<file path="config.mk">
export PLATFORM = sky130hd
export DESIGN_NAME = display_bcd_mux
export DESIGN_NICKNAME = d
export VERILOG_FILES = /design/src/rtl/display_bcd_mux.sv
export SDC_FILE = /design/constraint.sdc
export NUM_CORES = 1
export LEC_CHECK = 0
export CAP_MARGIN = 30
export CORE_MARGIN = 4
export CORE_UTILIZATION = 55
export DETAILED_ROUTE_END_ITERATION = 10
export HOLD_SLACK_MARGIN = 0.02
export PLACE_DENSITY = 0.89
export SLEW_MARGIN = 5
export SYNTH_ARGS = -nofsm -noshare
export SYNTH_HDL_FRONTEND = slang
export SYNTH_SLANG_ARGS = --single-unit
</file>
<file path="constraint.sdc">
create_clock -name clock -period 4.4 [get_ports clock]
set_input_delay 0.88 -clock clock [delete_from_list [all_inputs] [get_ports clock]]
set_output_delay 0.88 -clock clock [all_outputs]
set_load 0.1 [all_outputs]
</file>
<file path="src/rtl/display_bcd_mux.sv">
// display_bcd_mux
//   Scans three latched BCD digits (hundreds/tens/units) onto a shared
//   common-anode seven-segment bus, one digit at a time. The dwell per digit
//   comes from an internal prescaler. Codes 10..15 are shown as a dash.
//
//   Compile-time option: DISPLAY_BLANK_ZEROS_EN
//     defined   -> leading zeros on hundreds/tens are blanked (units never)
//     undefined -> every digit is always decoded
//
// Ports
//   clock      in   1  sole clock, rising edge
//   reset      in   1  asynchronous, active-high reset
//   carregar   in   1  load strobe, digits sampled on every edge it is high
//   centenas   in   4  hundreds BCD digit
//   dezenas    in   4  tens BCD digit
//   unitarios  in   4  units BCD digit
//   apagar     in   1  forces the display dark while high (scan keeps running)
//   anodos     out  3  one-hot active-low anodes: bit0 units, bit1 tens, bit2 hundreds
//   segmentos  out  7  active-low segments, bit6..bit0 = g,f,e,d,c,b,a
module display_bcd_mux #(
    parameter int DIV_SCAN = 50000
) (
    input  logic       clock,
    input  logic       reset,
    input  logic       carregar,
    input  logic [3:0] centenas,
    input  logic [3:0] dezenas,
    input  logic [3:0] unitarios,
    input  logic       apagar,
    output logic [2:0] anodos,
    output logic [6:0] segmentos
);

    localparam int PRE_W = (DIV_SCAN > 1) ? $clog2(DIV_SCAN) : 1;

    localparam logic [1:0] DIG_U = 2'd0;
    localparam logic [1:0] DIG_D = 2'd1;
    localparam logic [1:0] DIG_C = 2'd2;

    localparam logic [6:0] SEG_OFF  = 7'b1111111;
    localparam logic [6:0] SEG_DASH = 7'b0111111;
    localparam logic [2:0] AN_OFF   = 3'b111;

    logic [3:0]       c_r, d_r, u_r;
    logic [PRE_W-1:0] pre;
    logic             tick;
    logic [1:0]       idx, idx_nxt;
    logic [3:0]       sel;
    logic             blank_sel;
    logic             blank_c, blank_d;
    logic [2:0]       an_d;
    logic [6:0]       seg_d;

    function automatic logic [6:0] decode(input logic [3:0] v);
        case (v)
            4'd0:    decode = 7'b1000000;
            4'd1:    decode = 7'b1111001;
            4'd2:    decode = 7'b0100100;
            4'd3:    decode = 7'b0110000;
            4'd4:    decode = 7'b0011001;
            4'd5:    decode = 7'b0010010;
            4'd6:    decode = 7'b0000010;
            4'd7:    decode = 7'b1111000;
            4'd8:    decode = 7'b0000000;
            4'd9:    decode = 7'b0010000;
            default: decode = SEG_DASH;
        endcase
    endfunction

    // Digit latches
    always_ff @(posedge clock or posedge reset) begin
        if (reset) begin
            c_r <= '0;
            d_r <= '0;
            u_r <= '0;
        end else if (carregar) begin
            c_r <= centenas;
            d_r <= dezenas;
            u_r <= unitarios;
        end
    end

    // Prescaler: one tick every DIV_SCAN cycles
    assign tick = (pre == PRE_W'(DIV_SCAN - 1));

    always_ff @(posedge clock or posedge reset) begin
        if (reset)     pre <= '0;
        else if (tick) pre <= '0;
        else           pre <= pre + 1'b1;
    end

    // Scan FSM: state register
    always_ff @(posedge clock or posedge reset) begin
        if (reset) idx <= DIG_U;
        else       idx <= idx_nxt;
    end

    // Scan FSM: next state (index 3 is never entered, but recovers to units)
    always_comb begin
        idx_nxt = idx;
        case (idx)
            DIG_U:   if (tick) idx_nxt = DIG_D;
            DIG_D:   if (tick) idx_nxt = DIG_C;
            DIG_C:   if (tick) idx_nxt = DIG_U;
            default: idx_nxt = DIG_U;
        endcase
    end

`ifdef DISPLAY_BLANK_ZEROS_EN
    // Tens is only a leading zero when hundreds is zero as well
    assign blank_c = (c_r == 4'd0);
    assign blank_d = (c_r == 4'd0) && (d_r == 4'd0);
`else
    assign blank_c = 1'b0;
    assign blank_d = 1'b0;
`endif

    // Scan FSM: outputs (registered below, so anodes lag idx by one edge)
    always_comb begin
        sel       = u_r;
        blank_sel = 1'b0;
        an_d      = AN_OFF;
        case (idx)
            DIG_U: begin sel = u_r; blank_sel = 1'b0;    an_d = 3'b110; end
            DIG_D: begin sel = d_r; blank_sel = blank_d; an_d = 3'b101; end
            DIG_C: begin sel = c_r; blank_sel = blank_c; an_d = 3'b011; end
            default: begin sel = u_r; blank_sel = 1'b1;  an_d = AN_OFF; end
        endcase
        seg_d = blank_sel ? SEG_OFF : decode(sel);
        if (apagar) begin
            an_d  = AN_OFF;
            seg_d = SEG_OFF;
        end
    end

    always_ff @(posedge clock or posedge reset) begin
        if (reset) begin
            anodos    <= AN_OFF;
            segmentos <= SEG_OFF;
        end else begin
            anodos    <= an_d;
            segmentos <= seg_d;
        end
    end

endmodule

</file>
Word-level counts from Yosys, hierarchy flattened
Memories as Yosys holds them, arrays and structs flattened.
Index checks and enable logic that the tools add are counted.
{ "totals": {"regBits": 40, "mem_bits_ro": 112, "in_bits": 16, "output_inout_bits": 10, "n_memories": 1} }
{ "classes": {"addsub": 1, "n_eq_ne": 6, "muxes": 10, "n_reduce_logical": 3} }
{ "mem_list": {"columns": ["memory", "depth", "width", "read_ports", "rd_clocked_by_memory_dff", "wr", "line", "rtl"], "rows": [
  ["(no name shown)", 16, 7, 1, 0, 0, "55", "case (v)"]
]} }
{ "ops": {"columns": ["cell", "count"], "rows": [
  ["16-bit by 1-bit adder with 16-bit output (second input constant)", 1],
  ["16-bit equality test (second input constant)", 1],
  ["16-bit two-way mux", 1],
  ["7-bit two-way mux", 2],
  ["3-bit case mux with 3 select lines", 1],
  ["4-bit case mux with 2 select lines", 1],
  ["2-bit two-way mux", 3],
  ["2-bit != test (second input constant)", 3],
  ["2-bit case mux with 3 select lines", 1],
  ["3-bit two-way mux", 1],
  ["3-bit AND reduction", 1],
  ["3-bit OR reduction", 1],
  ["2-bit by 1-bit equality test with 1-bit output (second input constant)", 1],
  ["2-bit equality test (second input constant)", 1],
  ["2-bit zero test", 1]
]} }

Logic depth before layout (Yosys ltp)
An unclocked memory read counts as a cell.
{ "logic_depth": {"word_depth": 5, "ltp_mapped": 9} }

Worst setup path before layout
Ideal clock, no wire load.
{ "synth_path": {"kind": "register -> register", "start": "register idx[0]", "end": "register segmentos[3]", "setup_time_ns": 0.065, "t_arrival_ns": 1.852, "t_required_ns": 4.335, "slack_ns": 2.484, "path_stages_with_launch": 10, "n_path_buf": 1, "path_cell_list": "dfrtp_1 > inv_1 > ha_1 > buf_2 > nor2_1 > a21oi_1 > inv_1 > ha_1 > a21o_1 > nand3_1"} }
{ "synth_between": {"elab_chain_cells": 5, "word_cells_on_any_way": 8, "cone_classes": "2 x eq/ne; 3 x mux; 2 x reduce/logical; 1 x memory"} }
{ "synth_lines": {"columns": ["item", "line", "rtl"], "rows": [
  ["start, declared", "47", "logic [1:0] idx, idx_nxt;"],
  ["start signal, assigned", "95", "else idx <= idx_nxt;"],
  ["2-bit equality test or 2-bit by 1-bit equality test with 1-bit output (tied branches)", "123", "case (idx)"],
  ["4-bit case mux with 2 select lines", "123", null],
  ["memory read 16 x 7 bit", null, null],
  ["7-bit two-way mux (*)", "129", "seg_d = blank_sel ? SEG_OFF : decode(sel);"],
  ["7-bit two-way mux (*)", "130", "if (apagar) begin"],
  ["net seg_d[3]", "52", "logic [6:0] seg_d;"],
  ["end signal, assigned", "142", "segmentos <= seg_d;"],
  ["end, declared", "31", "output logic [6:0] segmentos"]
]} }
The timed path passes the listed nets; every way through them passes the cells marked *.
A chain may end at the register's enable or synchronous reset.

Final worst setup path
{ "layout_path": {"start": "register segmentos[2]", "end": "output port segmentos[2]"} }
No word-level cell between the ends.

==> results.py <==
metrics = {
    "timing": {
        "fmax_ghz": 0.348,
        "fin_setup_tns_ps": 0,
        "period_share_pct": 65.3,
        "grt_setup_unrepaired": "false",
        "setup_viol": 0,
        "setup_ws_ps": 1530,
        "final_max_slew_viol_count": 0,
        "worstMarginPinSlew_ps": 971,
        "fin_crit_ps": 2870,
        "whs_ps": 495,
        "slew_headroom_pct": 35.0,
        "fin_skew_ps": 6.01,
        "final-hold-violation-count": 0,
    },
    "worst_setup_path": {
        "path_delay_family": "buffers and inverters",
        "startpoint_type": "flop",
        "slowest_stage": "clkdlybuf4s50_1",
        "cp_slowest_stage_delay_ps": 1120,
        "required_ps": 3520,
        "critPathArrivalTime_ps": 1990,
        "path_buf_inv": 1,
        "crit_chain": "clkdlybuf4s50_1",
        "crit_fanout": 1,
        "worstSetupEndpointType": "output pin",
        "path_class": "reg2out",
    },
    "synth": {
        "synth_nets": 195,
        "synthCells": 169,
        "syn_area_per_cell_um2": 11.4,
        "synth-seq-cells": 40,
        "synth_cell_types": 38,
        "syn_area_um2": 1920,
        "yosysWarningCount": 0,
        "seq_area_frac_synth_pct": 52.7,
    },
    "power_and_ir_drop": {
        "p_total_w": 0.000745,
        "power.leakage_nw": 0.979,
        "peakVddDrop_uv": 198,
        "power_density_nw_per_um2": 325,
    },
    "drt": {
        "wirelength_um": 3430,
        "drt-initial-drc-count": 52,
        "drcViolationCount": 0,
        "wl_per_cell_um": 14.0,
        "via_count": 1331,
        "vias_per_cell": 5.43,
        "first_pass_iters": 4,
        "ant_nets": 0,
    },
    "floorplanning": {
        "die_h_um": 67.2,
        "initial_core_util_pct": 57.2,
        "io_pins": 26,
        "die_x_um": 67.2,
        "rows": 21,
        "die_area_um2": 4510,
        "coreArea_um2": 3360,
    },
    "placed_design": {
        "place_congestion": 0.784,
        "dp_cells": 237,
        "dpl.hpwl_um": 2670,
        "pre_cts_ws_ps": 1890,
        "numPortBuffers": 25,
    },
    "global_routing": {
        "grt_max_degree": 24,
        "gr-total-overflow": 0,
        "antenna_found_initial": 0,
        "track_usage_pct": 17.7,
        "grt_pass1_vias": 1362,
        "grt_pass1_wl_um": 5910,
    },
    "clock_network": {
        "clkTransAtPathRegs_ps": 110,
        "clk_latency_ps": 340,
        "clock-root-buffer": "clkbuf_4",
        "post_cts_buffers": 0,
        "htree_levels": 2,
        "cts_inserted_buffers": 5,
        "hold_buffers": 0,
        "clk_path_buf_depth": 2,
        "cts_tree": "yes",
        "clkSinkCount": 40,
        "cts_resized": 0,
    },
    "run_status": {
        "status": "completed",
    },
    "layout": {
        "mostFrequentLayoutCells": "dfrtp_1, clkdlybuf4s50_1, nor2_1",
        "drive_gt1_share_pct": 16.6,
        "instances_no_fill": 245,
        "final_common_cell": "dfrtp_1",
        "syn2layout_area_growth_pct": 19.0,
        "antenna_cells": 0,
        "final_nets": 224,
    },
    "run": {
        "max_cap_viol_count": 0,
    },
    "worst_hold_path": {
        "hp-class": "reg2reg",
    },
}
-- state kept, by name, summed over array words and instances, names as in the netlist --
register and cells:
c_r 4, d_r 4, segmentos 7, pre 16, anodos 3, idx 2, u_r 4
-- worst reg2reg max path, delay by kind of cell, from the launching register on --
kind | cells | cell delay, ps
AO/OA/AOI/OAI | 2 | 590
buffers and inverters | 2 | 230
flip-flops | 1 | 440
adder cells (fa/ha/maj) | 2 | 790
AND/OR/NAND/NOR | 2 | 140
-- synthesized netlist by cell type, drive strengths merged --
cell | n | area [µm²]
o41ai | 1 | 8.76
and4bb | 1 | 12.5
ha | 10 | 125
and3 | 3 | 18.8
nor4 | 1 | 21.3
a22oi | 4 | 30.0
o31ai | 1 | 7.51
nand3 | 10 | 55.1
nand4 | 3 | 18.8
or3b | 1 | 8.76
mux2 | 12 | 135
mux2i | 1 | 10.0
a31oi | 1 | 6.26
dfrtp | 30 | 751
o22a | 1 | 8.76
a21boi | 1 | 7.51
xnor2 | 6 | 52.6
dfstp | 10 | 263
inv | 6 | 22.5
and4 | 2 | 17.5
nand2 | 8 | 30.0
a21o | 4 | 30.0
nor2 | 15 | 56.3
a21oi | 6 | 30.0
nor2b | 1 | 6.26
clkbuf | 1 | 5.00
nor3 | 3 | 15.0
xor2 | 5 | 43.8
a211oi | 2 | 15.0
buf | 3 | 13.8
or4 | 1 | 7.51
o21ai | 7 | 35.0
nor4bb | 1 | 10.0
nand2b | 4 | 25.0
or3 | 2 | 12.5
nor4b | 1 | 8.76
-- logic make-up after synthesis --
kind of cell,after synthesis,synth area share [%]
flops,40,52.7
buf+inv,10,2.15
simple gates,57,16.8
fa+ha+maj,10,6.50
mux,13,7.54
xor+xnor,11,5.01
compound gates,28,9.30
-- power breakdown --
| group | switching [W] | total (W) | leakage, nW | internal [W] |
|---|---|---|---|---|
| Sequential | 0.00000706 | 0.000398 | 0.483 | 0.000391 |
| Combinational | 0.0000944 | 0.000140 | 0.458 | 0.0000459 |
| Clock | 0.000112 | 0.000206 | 0.0386 | 0.0000941 |
-- stage by stage --
| stage | util, % | area, µm² |
|---|---|---|
| 2_1_floorplan | - | 1920 |
| 3_3_place_gp | 66.0 | 2220 |
| 3_5_place_dp | 66.0 | 2220 |
| 4_1_cts | 68.1 | 2290 |
| 5_1_grt | 68.1 | 2290 |
| 6_report | 68.1 | 2290 |
-- final cells by class --
| type | count | area [µm²] |
|---|---|---|
| Fill cell | 264 | 1070 |
| Sequential cell | 40 | 1010 |
| Multi-Input combinational cell | 119 | 870 |
| Timing Repair Buffer | 26 | 258 |
| Clock buffer | 8 | 68.8 |
| Tap cell | 46 | 57.6 |
| Inverter | 6 | 22.5 |
-- metal layers --
metal / vias to the layer above / part of all wire (%) / global-route usage (%)
met5: - / 0 / 0
met4: 0 / 2.8 / 9.87
met3: 9 / 4.4 / 3.49
met2: 35 / 50 / 29.9
met1: 631 / 43 / 21.1
li1: 656 / - / -
-- final timing paths --
kind,slack [ps],start,cells after the start,end
hold / removal,490,pre[12]$_DFF_PP0_,1,pre[12]$_DFF_PP0_
setup reg to reg,2120,idx[0]$_DFFE_PP0P_,8,segmentos[1]$_DFF_PP1_
setup / recovery,1530,segmentos[2]$_DFF_PP1_,1,segmentos[2]
hold reg to reg,490,pre[12]$_DFF_PP0_,1,pre[12]$_DFF_PP0_
min in group asynchronous,990,reset,2,pre[11]$_DFF_PP0_
max in group asynchronous,2670,reset,3,d_r[0]$_DFFE_PP0P_
No activity file was read; power rests on OpenSTA's default activity.
